File: src/rtl/rs_bank_if.sv
// Dispatch / CDB / scheduler-facing signal bundle for the reservation-station bank,
// plus the per-entry scheduler view type.
package rs_bank_pkg;
  typedef struct packed {
    logic        valid_operands;
    logic [2:0]  ALU_op;
    logic [2:0]  ROB_entry;
    logic [1:0]  branch_type;
    logic [31:0] rs1;
    logic [31:0] rs2;
  } rs_out_t;
endpackage

interface rs_bank_if #(
  parameter int unsigned TAG_W = 3
);
  import rs_bank_pkg::*;

  logic             flush;
  logic             disp_valid;
  logic             disp_ready;
  logic [2:0]       disp_alu_op;
  logic [TAG_W-1:0] disp_rob_entry;
  logic [1:0]       disp_branch_type;
  logic [31:0]      disp_rs1_val;
  logic [31:0]      disp_rs2_val;
  logic             disp_rs1_rdy;
  logic             disp_rs2_rdy;
  logic [TAG_W-1:0] disp_rs1_tag;
  logic [TAG_W-1:0] disp_rs2_tag;
  logic             cdb_valid;
  logic [TAG_W-1:0] cdb_tag;
  logic [31:0]      cdb_value;
  logic [3:0]       consumed_bus;
  rs_out_t          rs0_data;
  rs_out_t          rs1_data;
  rs_out_t          rs2_data;
  rs_out_t          rs3_data;
  logic [2:0]       free_count;

  modport master (
    output flush, disp_valid, disp_alu_op, disp_rob_entry, disp_branch_type,
    output disp_rs1_val, disp_rs2_val, disp_rs1_rdy, disp_rs2_rdy,
    output disp_rs1_tag, disp_rs2_tag, cdb_valid, cdb_tag, cdb_value, consumed_bus,
    input  disp_ready, rs0_data, rs1_data, rs2_data, rs3_data, free_count
  );

  modport slave (
    input  flush, disp_valid, disp_alu_op, disp_rob_entry, disp_branch_type,
    input  disp_rs1_val, disp_rs2_val, disp_rs1_rdy, disp_rs2_rdy,
    input  disp_rs1_tag, disp_rs2_tag, cdb_valid, cdb_tag, cdb_value, consumed_bus,
    output disp_ready, rs0_data, rs1_data, rs2_data, rs3_data, free_count
  );
endinterface

File: src/rtl/rs_bank.sv
// Four-entry reservation-station bank: allocates dispatched micro-ops, wakes operands
// from the CDB and exposes each entry to the scheduler until it is consumed.
module rs_bank
  import rs_bank_pkg::*;
#(
  parameter int unsigned NUM_ENTRIES = 4,
  parameter int unsigned TAG_W       = 3
) (
  input logic       clk,
  input logic       reset,
  rs_bank_if.slave  bus
);
  localparam int unsigned IdxW = $clog2(NUM_ENTRIES);

  typedef struct packed {
    logic [31:0]      value;
    logic [TAG_W-1:0] tag;
    logic             rdy;
  } opnd_t;

  typedef struct packed {
    logic             busy;
    logic [2:0]       alu_op;
    logic [TAG_W-1:0] rob;
    logic [1:0]       br;
    opnd_t            src1;
    opnd_t            src2;
  } entry_t;

  entry_t [NUM_ENTRIES-1:0] ent_q, ent_d;
  logic                     any_free;
  logic [IdxW-1:0]          alloc_idx;
  logic [2:0]               free_cnt;
  rs_out_t                  outs [NUM_ENTRIES];

  // A pending operand captures the broadcast result; ready operands are frozen.
  function automatic opnd_t snoop(opnd_t o, logic v, logic [TAG_W-1:0] t, logic [31:0] val);
    opnd_t r;
    r = o;
    if (!o.rdy && v && (o.tag == t)) begin
      r.value = val;
      r.rdy   = 1'b1;
    end
    return r;
  endfunction

  // Descending scan so the lowest free index wins.
  always_comb begin
    any_free  = 1'b0;
    alloc_idx = '0;
    free_cnt  = '0;
    for (int i = NUM_ENTRIES - 1; i >= 0; i--) begin
      if (!ent_q[i].busy) begin
        any_free  = 1'b1;
        alloc_idx = IdxW'(i);
        free_cnt  = free_cnt + 3'd1;
      end
    end
  end

  always_comb begin
    opnd_t new1, new2;
    ent_d = ent_q;
    for (int i = 0; i < NUM_ENTRIES; i++) begin
      if (ent_q[i].busy) begin
        ent_d[i].src1 = snoop(ent_q[i].src1, bus.cdb_valid, bus.cdb_tag, bus.cdb_value);
        ent_d[i].src2 = snoop(ent_q[i].src2, bus.cdb_valid, bus.cdb_tag, bus.cdb_value);
        if (bus.consumed_bus[i]) ent_d[i].busy = 1'b0;
      end
    end
    new1 = snoop({bus.disp_rs1_val, bus.disp_rs1_tag, bus.disp_rs1_rdy},
                 bus.cdb_valid, bus.cdb_tag, bus.cdb_value);
    new2 = snoop({bus.disp_rs2_val, bus.disp_rs2_tag, bus.disp_rs2_rdy},
                 bus.cdb_valid, bus.cdb_tag, bus.cdb_value);
    // alloc_idx was free at cycle start, so a release bit for it is a no-op.
    if (bus.disp_valid && any_free) begin
      ent_d[alloc_idx].busy   = 1'b1;
      ent_d[alloc_idx].alu_op = bus.disp_alu_op;
      ent_d[alloc_idx].rob    = bus.disp_rob_entry;
      ent_d[alloc_idx].br     = bus.disp_branch_type;
      ent_d[alloc_idx].src1   = new1;
      ent_d[alloc_idx].src2   = new2;
    end
    if (bus.flush) ent_d = '0;
  end

  always_ff @(posedge clk) begin
    if (reset) ent_q <= '0;
    else       ent_q <= ent_d;
  end

  always_comb begin
    for (int i = 0; i < NUM_ENTRIES; i++) begin
      outs[i] = '0;
      if (ent_q[i].busy) begin
        outs[i].valid_operands = ent_q[i].src1.rdy & ent_q[i].src2.rdy;
        outs[i].ALU_op         = ent_q[i].alu_op;
        outs[i].ROB_entry      = ent_q[i].rob;
        outs[i].branch_type    = ent_q[i].br;
        outs[i].rs1            = ent_q[i].src1.value;
        outs[i].rs2            = ent_q[i].src2.value;
      end
    end
  end

  assign bus.rs0_data   = outs[0];
  assign bus.rs1_data   = outs[1];
  assign bus.rs2_data   = outs[2];
  assign bus.rs3_data   = outs[3];
  assign bus.disp_ready = any_free;
  assign bus.free_count = free_cnt;
endmodule

File: src/flat_wrapper.sv
// flat-port wrapper written by rule: the top's interface ports become plain ports
module rs_bank_flat import rs_bank_pkg::*;
#(
  parameter int unsigned NUM_ENTRIES = 4,
  parameter int unsigned TAG_W       = 3
)
  (clk, reset, bus_flush, bus_disp_valid, bus_disp_alu_op, bus_disp_rob_entry, bus_disp_branch_type, bus_disp_rs1_val, bus_disp_rs2_val, bus_disp_rs1_rdy, bus_disp_rs2_rdy, bus_disp_rs1_tag, bus_disp_rs2_tag, bus_cdb_valid, bus_cdb_tag, bus_cdb_value, bus_consumed_bus, bus_disp_ready, bus_rs0_data, bus_rs1_data, bus_rs2_data, bus_rs3_data, bus_free_count);
  rs_bank_if #(.TAG_W(TAG_W)) bus_i ();
  input logic clk;
  input logic reset;
  input wire logic [$bits(bus_i.flush)-1:0] bus_flush;
  input wire logic [$bits(bus_i.disp_valid)-1:0] bus_disp_valid;
  input wire logic [$bits(bus_i.disp_alu_op)-1:0] bus_disp_alu_op;
  input wire logic [$bits(bus_i.disp_rob_entry)-1:0] bus_disp_rob_entry;
  input wire logic [$bits(bus_i.disp_branch_type)-1:0] bus_disp_branch_type;
  input wire logic [$bits(bus_i.disp_rs1_val)-1:0] bus_disp_rs1_val;
  input wire logic [$bits(bus_i.disp_rs2_val)-1:0] bus_disp_rs2_val;
  input wire logic [$bits(bus_i.disp_rs1_rdy)-1:0] bus_disp_rs1_rdy;
  input wire logic [$bits(bus_i.disp_rs2_rdy)-1:0] bus_disp_rs2_rdy;
  input wire logic [$bits(bus_i.disp_rs1_tag)-1:0] bus_disp_rs1_tag;
  input wire logic [$bits(bus_i.disp_rs2_tag)-1:0] bus_disp_rs2_tag;
  input wire logic [$bits(bus_i.cdb_valid)-1:0] bus_cdb_valid;
  input wire logic [$bits(bus_i.cdb_tag)-1:0] bus_cdb_tag;
  input wire logic [$bits(bus_i.cdb_value)-1:0] bus_cdb_value;
  input wire logic [$bits(bus_i.consumed_bus)-1:0] bus_consumed_bus;
  output wire logic [$bits(bus_i.disp_ready)-1:0] bus_disp_ready;
  output wire logic [$bits(bus_i.rs0_data)-1:0] bus_rs0_data;
  output wire logic [$bits(bus_i.rs1_data)-1:0] bus_rs1_data;
  output wire logic [$bits(bus_i.rs2_data)-1:0] bus_rs2_data;
  output wire logic [$bits(bus_i.rs3_data)-1:0] bus_rs3_data;
  output wire logic [$bits(bus_i.free_count)-1:0] bus_free_count;
  assign bus_i.flush = bus_flush;
  assign bus_i.disp_valid = bus_disp_valid;
  assign bus_i.disp_alu_op = bus_disp_alu_op;
  assign bus_i.disp_rob_entry = bus_disp_rob_entry;
  assign bus_i.disp_branch_type = bus_disp_branch_type;
  assign bus_i.disp_rs1_val = bus_disp_rs1_val;
  assign bus_i.disp_rs2_val = bus_disp_rs2_val;
  assign bus_i.disp_rs1_rdy = bus_disp_rs1_rdy;
  assign bus_i.disp_rs2_rdy = bus_disp_rs2_rdy;
  assign bus_i.disp_rs1_tag = bus_disp_rs1_tag;
  assign bus_i.disp_rs2_tag = bus_disp_rs2_tag;
  assign bus_i.cdb_valid = bus_cdb_valid;
  assign bus_i.cdb_tag = bus_cdb_tag;
  assign bus_i.cdb_value = bus_cdb_value;
  assign bus_i.consumed_bus = bus_consumed_bus;
  assign bus_disp_ready = bus_i.disp_ready;
  assign bus_rs0_data = bus_i.rs0_data;
  assign bus_rs1_data = bus_i.rs1_data;
  assign bus_rs2_data = bus_i.rs2_data;
  assign bus_rs3_data = bus_i.rs3_data;
  assign bus_free_count = bus_i.free_count;
  rs_bank #(.NUM_ENTRIES(NUM_ENTRIES), .TAG_W(TAG_W)) u_core (.clk(clk), .reset(reset), .bus(bus_i));
endmodule
File: config.mk
export PLATFORM = sky130hd
export DESIGN_NAME = rs_bank_flat
export DESIGN_NICKNAME = d
export VERILOG_FILES = /design/src/rtl/rs_bank_if.sv /design/src/rtl/rs_bank.sv /design/src/flat_wrapper.sv
export SDC_FILE = /design/constraint.sdc
export NUM_CORES = 1
export LEC_CHECK = 0
export BUFFER_PORTS_ARGS = -buffer_cell sky130_fd_sc_hd__buf_2
export CORE_ASPECT_RATIO = 0.5
export CORE_MARGIN = 1
export CORE_UTILIZATION = 52
export CTS_CLUSTER_SIZE = 28
export DETAILED_ROUTE_END_ITERATION = 8
export GPL_ROUTABILITY_DRIVEN = 0
export PLACE_DENSITY_LB_ADDON = 0.08
export SKIP_LAST_GASP = 1
export SYNTH_ARGS = -nofsm -noshare
export SYNTH_HDL_FRONTEND = slang
export SYNTH_SLANG_ARGS = --single-unit
File: constraint.sdc
create_clock -name clk -period 2.6 [get_ports clk]
set_input_delay 0 -clock clk [delete_from_list [all_inputs] [get_ports clk]]
set_output_delay 0 -clock clk [all_outputs]
set_load 0.01 [all_outputs]
## Word level (Yosys, flattened, before mapping)

Index checks and enable logic that the tools add are counted.

| word-level totals | value |
|---|---|
| register bits after elaboration | 324 |
| output and inout port bits | 296 |
| logic and storage cells | 159 |

| cells by class | value |
|---|---|
| $add $sub $neg | 3 |
| order comparisons | 2 |
| eq/ne operators | 10 |
| mux-type cells | 67 |
| bitwise logic cells | 4 |
| reduce and logical (&&, ||, !) cells | 33 |

Operators by type and width:

| operator | number |
|---|---|
| $bwmux 324 | 6 |
| $demux 81 s2 | 6 |
| $mux 72 | 5 |
| $mux 324 | 1 |
| $mux 32 | 10 |
| $mux 73 | 4 |
| $mux 81 | 1 |
| $mux 80 | 1 |
| $mux 77 | 1 |
| $mux 74 | 1 |
| $mux 36 | 1 |
| $eq 3x3->1 | 10 |
| $mux 1 | 23 |
| $logic_and 1x1->1 | 22 |
| $logic_not 1->1 | 10 |
| $mux 3 | 3 |
| $mux 2 | 4 |
| $add 3x1->3 const B | 2 |
| $and 1x1->1 | 4 |
| $lt 2x3->1 const B | 1 |
| $add 1x1->2 const B | 1 |
| $ge 2x1->1 const B | 1 |
| $reduce_or 2->1 | 1 |

## Longest topological paths before layout

| logic depth | value |
|---|---|
| depth after elaboration | 15 |
| gate-level depth with buffers | 9 |
| mapped depth without buffers | 7 |

## Worst setup path before layout

OpenSTA, ideal clock, no wires.

| path | value |
|---|---|
| path type | register to register |
| from | register u_core.ent_q[323] (netlist name) |
| to | register u_core.ent_q[247] (netlist name) |
| data arrival time | 1.975 ns |
| required time | 2.463 ns |
| path slack | 0.488 ns |
| stages on the path, launching flop included | 9 |
| buffers on the path | 4 |
| period minus slack after synthesis | 2.112 ns |
| path through | dfxtp_1 -> clkbuf_1 -> clkbuf_1 -> inv_1 -> ha_1 -> nand2_1 -> clkbuf_1 -> clkbuf_1 -> a211oi_1 |

| on the way | value |
|---|---|
| cells in the longest elaborated chain, start to end | 12 |
| elaborated cells on any way between the ends | 27 |
| those cells by class | order compare (2); mux (23); reduce/logical (2) |

Ends and longest elaborated chain:

| what | RTL line | source |
|---|---|---|
| start, declared | rs_bank.sv:30 | `entry_t [NUM_ENTRIES-1:0] ent_q, ent_d;` |
| start signal, assigned | rs_bank.sv:89 | `else ent_q <= ent_d;` |
| $mux 2 (4 in a row) | rs_bank.sv:53 | `if (!ent_q[i].busy) begin` |
| $demux 81 s2 | -- |  |
| $bwmux 324 | rs_bank.sv:77 | `ent_d[alloc_idx].busy = 1'b1;` |
| $bwmux 324 | rs_bank.sv:78 | `ent_d[alloc_idx].alu_op = bus.disp_alu_op;` |
| $bwmux 324 | rs_bank.sv:79 | `ent_d[alloc_idx].rob = bus.disp_rob_entry;` |
| $bwmux 324 | rs_bank.sv:80 | `ent_d[alloc_idx].br = bus.disp_branch_type;` |
| $bwmux 324 | rs_bank.sv:81 | `ent_d[alloc_idx].src1 = new1;` |
| $bwmux 324 | rs_bank.sv:82 | `ent_d[alloc_idx].src2 = new2;` |
| $mux 324 (*) | rs_bank.sv:76 | `if (bus.disp_valid && any_free) begin` |

Every way passes the cells marked *; elsewhere a longest branch is shown, timed or not.
A chain may end at the register's enable or synchronous reset.

## Worst setup path after layout

| path | value |
|---|---|
| from | register u_core.ent_q[80] (netlist name) |
| to | register u_core.ent_q[33] (netlist name) |

| on the way | value |
|---|---|
| cells in the longest elaborated chain, start to end | 9 |
| elaborated cells on any way between the ends | 21 |
| those cells by class | order compare (2); mux (17); reduce/logical (2) |

Ends and longest elaborated chain:

| what | RTL line |
|---|---|
| $mux 2 | rs_bank.sv:53 |
| $demux 81 s2 | -- |
| $bwmux 324 | rs_bank.sv:77 |
| $bwmux 324 | rs_bank.sv:78 |
| $bwmux 324 | rs_bank.sv:79 |
| $bwmux 324 | rs_bank.sv:80 |
| $bwmux 324 | rs_bank.sv:81 |
| $bwmux 324 | rs_bank.sv:82 |
| $mux 324 (*) | rs_bank.sv:76 |

Marks and branches as above.

==> summary.txt <==
Timing
  • Final setup vio count: 0
  • Clk_skew: around 13 ps
  • Final min period: 2570 ps
  • Max transition margin: 0.523
  • Setup_tns: 0 ps
  • Final worst slack: just over 30 ps
  • Hold Vio Cnt, Final: 0
  • Least-Margin Pin Slew: approximately 700 ps
  • Final slew viol count: 0
  • Final Cycle Share: 0.988
  • Fmax: just under 400 MHz
  • RSZ-0062 raised after global routing: true

Setup path
  • Reg2reg setup slack: 30 ps
  • Critical Path Sink Type: flop
  • Worst endpoint required time: roughly 3100 ps
  • WS Path Type: flop to flop
  • WP data arrival: 3090 ps
  • Critical path startpoint category: flop
  • Crit path max fanout: 33

Detailed routing
  • DRT iter0 DRCs: approximately 2,000
  • Routed Wire Length: roughly 69,000 µm
  • Routed vias/inst: approximately 6.2
  • DRT Pass-1 Iters: 7
  • Drt drc: 1
  • WL per Instance: ~23 µm
  • Vias post-DR: 18,900
  • ANT nets after route: 0

Layout
  • Final std cells w/o fill: 3,035
  • Final-layout fill cell count: slightly below 3,000
  • Nets: around 2,700
  • Top reg by flops: u_core.ent_q
  • Sequential cell area: between 6000 and 7000 µm²
  • Multi-input logic area: about 10,000 µm²
  • Regs by FF count: u_core.ent_q (324)
  • Share of cells above drive strength 1: 0.222
  • Most frequent cells in the layout: buf_2, a211oi_1, nand2_1, dfxtp_1, and2_1
  • Area Overhead vs Synth: 24.2%
  • Max FFs per register: ~320
  • Commonest non-fill, non-tap cell in the layout: buf_2

Logic synthesis
  • Yosys warns: 0
  • Cell variety after synth: 33
  • Synthesized area: between 15,000 and 20,000 µm²
  • Gate Count Post-Synth: around 2,200
  • Register area share after synthesis: 0.354
  • Synthesis-stage register bit count: around 320
  • Synth Area per Inst: 8.29 µm²
  • Syn nets: ~2,300

Clock tree
  • CTS Sinks: ~320
  • Clock Latency Late Sink: between 500 and 600 ps
  • Root buf cell: clkbuf_16
  • Setup repair bufs after CTS: 0
  • Num CTS Buffers: 31
  • CTS tree: yes
  • Htree depth: 1
  • Clock buffer depth: 3
  • CTS clk-pin slew, worst paths: about 70 ps

Placed design
  • DP HPWL: ~42,000 µm
  • Buffers on Ports: 419
  • Worst slack at placement: roughly 480 ps
  • Placed cell count: 2,868

Global route
  • Initial antenna violation count: 1
  • Vias in the first global route: between 15,000 and 20,000
  • Overflow after GRT: 0
  • Largest net degree at the start of global routing: 86
  • First-pass GRT wire length: between 100,000 and 150,000 µm
  • Tot GR Track Use: 0.364

Pwr
  • Maximum VDD drop: between 0.4 and 0.5 mV
  • Internal: about 8.0 mW
  • Clock network power share: 0.423
  • Leakage power total: slightly below 9 nW
  • Psw: around 3.0 mW
  • Combinational share of power: 0.116
  • Sw Ratio: 0.270
  • Pwr dens: 484 nW/µm²
  • Share of power burned in registers: 0.461

Outcome
  • Failing checks: design-rule violations
  • Outcome: finished, violations left

Floorplanning
  • Horiz. Die Dim: 267 µm
  • Die ar.: 36,000 µm²
  • IO Pins: 420
  • Core area: between 30,000 and 40,000 µm²
  • Cell Rows: between 40 and 50
  • Starting Density: 0.530
  • Die height: 135 µm

Run
  • Total of max-cap violations: 0

Hold path
  • Hold/Removal Path Class: primary input to flop
==> power by group through the flow <==
stage	combinational, mW	sequential (mW)	clock, mW
2_1_floorplan	0.686	5.17	0
3_3_place_gp	1.09	5.19	0
3_5_place_dp	1.10	5.19	0
4_1_cts	1.23	5.08	4.68
5_1_grt	1.34	5.08	4.90
6_report	1.28	5.08	4.66
==> worst max-delay path, stage by stage (launching register included) <==
cell	delay [ps]
dfxtp_4	530
buf_4	260
and3b_1	190
and4_2	260
buf_12	230
nand2_1	90
a311oi_1	320
dlygate4sd3_1	600
==> worst paths after layout <==
path | cells past startpoint | end | startpoint
hold reg to reg | 2 | u_core.ent_q[77] | u_core.ent_q[77]
setup / recovery | 7 | u_core.ent_q[33] | u_core.ent_q[80]
setup reg to reg | 7 | u_core.ent_q[33] | u_core.ent_q[80]
hold / removal | 5 | u_core.ent_q[56] | bus_disp_rs1_val[16]
==> cell families (layout without fill, tap and decap cells) <==
| kind of cell | Yosys count | in the layout | synth area share |
|---|---|---|---|
| adder cells (fa/ha/maj) | 4 | 4 | 0.00273 |
| other | 0 | 1 | 0 |
| XOR/XNOR | 33 | 33 | 0.0199 |
| buffers and inverters | 370 | 716 | 0.0850 |
| multiplexers | 143 | 143 | 0.0782 |
| flip-flops | 324 | 324 | 0.354 |
| AO/OA/AOI/OAI | 636 | 636 | 0.265 |
| AND/OR/NAND/NOR | 701 | 703 | 0.195 |
==> cells in the mapped netlist <==
cell type  count  area (µm²)
nand3_1        1        5.00
nand2b_1       7        43.8
a311oi_1     115        1010
nand4_1        4        25.0
xor2_2         4        65.1
and3b_1        4        35.0
buf_4         20         150
a211oi_1     397        2980
clkbuf_1     211         792
nor2_1         2        7.51
and2_1       289        1810
and4_1         6        52.6
buf_1          7        26.3
a21oi_1       60         300
buf_6          2        22.5
mux2_2         1        11.3
and3_1         4        25.0
nand3b_1       4        30.0
xnor2_1       15         131
mux2i_1      142        1420
and4b_1        1        10.0
nor2b_1        4        25.0
a41oi_1       64         561
xnor2_2        6        97.6
xor2_1         8        70.1
nand2_1      345        1290
nor4_4         4        85.1
nor3_1        24         120
dfxtp_1      324        6490
buf_2         63         315
ha_1           4        50.1
or2_2          2        12.5
inv_1         67         251
==> per-layer routing <==
| metal | vias up | routed length, µm | GRT usage | share of wire |
|---|---|---|---|---|
| met2 | 1001 | 30500 | 0.563 | 0.44 |
| met4 | 0 | 3110 | 0.167 | 0.045 |
| met3 | 177 | 6100 | 0.0720 | 0.089 |
| met1 | 9043 | 29000 | 0.492 | 0.42 |
| li1 | 8649 | - | - | - |
| met5 | - | 0 | 0 | 0 |
==> area by class of cell <==
| cell class | count | area share |
|---|---|---|
| diodes | 1 | 0.000110 |
| clock buffers | 47 | 0.0416 |
| clock inverters | 6 | 0.00280 |
| inverters | 67 | 0.0111 |
| multi-input cells | 1519 | 0.458 |
| flip-flops and latches | 324 | 0.285 |
| well taps | 475 | 0.0261 |
| repair buffers | 596 | 0.175 |
==> metrics by stage <==
step	hold WS [ps]	cell area [µm²]	util	power (mW)
2_1_floorplan	136	18300	-	5.86
3_3_place_gp	259	20600	0.596	6.28
3_5_place_dp	265	20600	0.596	6.28
4_1_cts	0.166	22700	0.657	11.0
5_1_grt	21.6	22800	0.658	11.3
6_report	9.25	22800	0.658	11.0
==> repair_timing <==
item                                   4_1_cts  5_1_grt
gates resized for setup                      0        1
setup endpoints to repair                    0       17
endpoints found under the hold margin      324        0
hold buffers                               111        0
No activity file was read; power rests on OpenSTA's default activity.
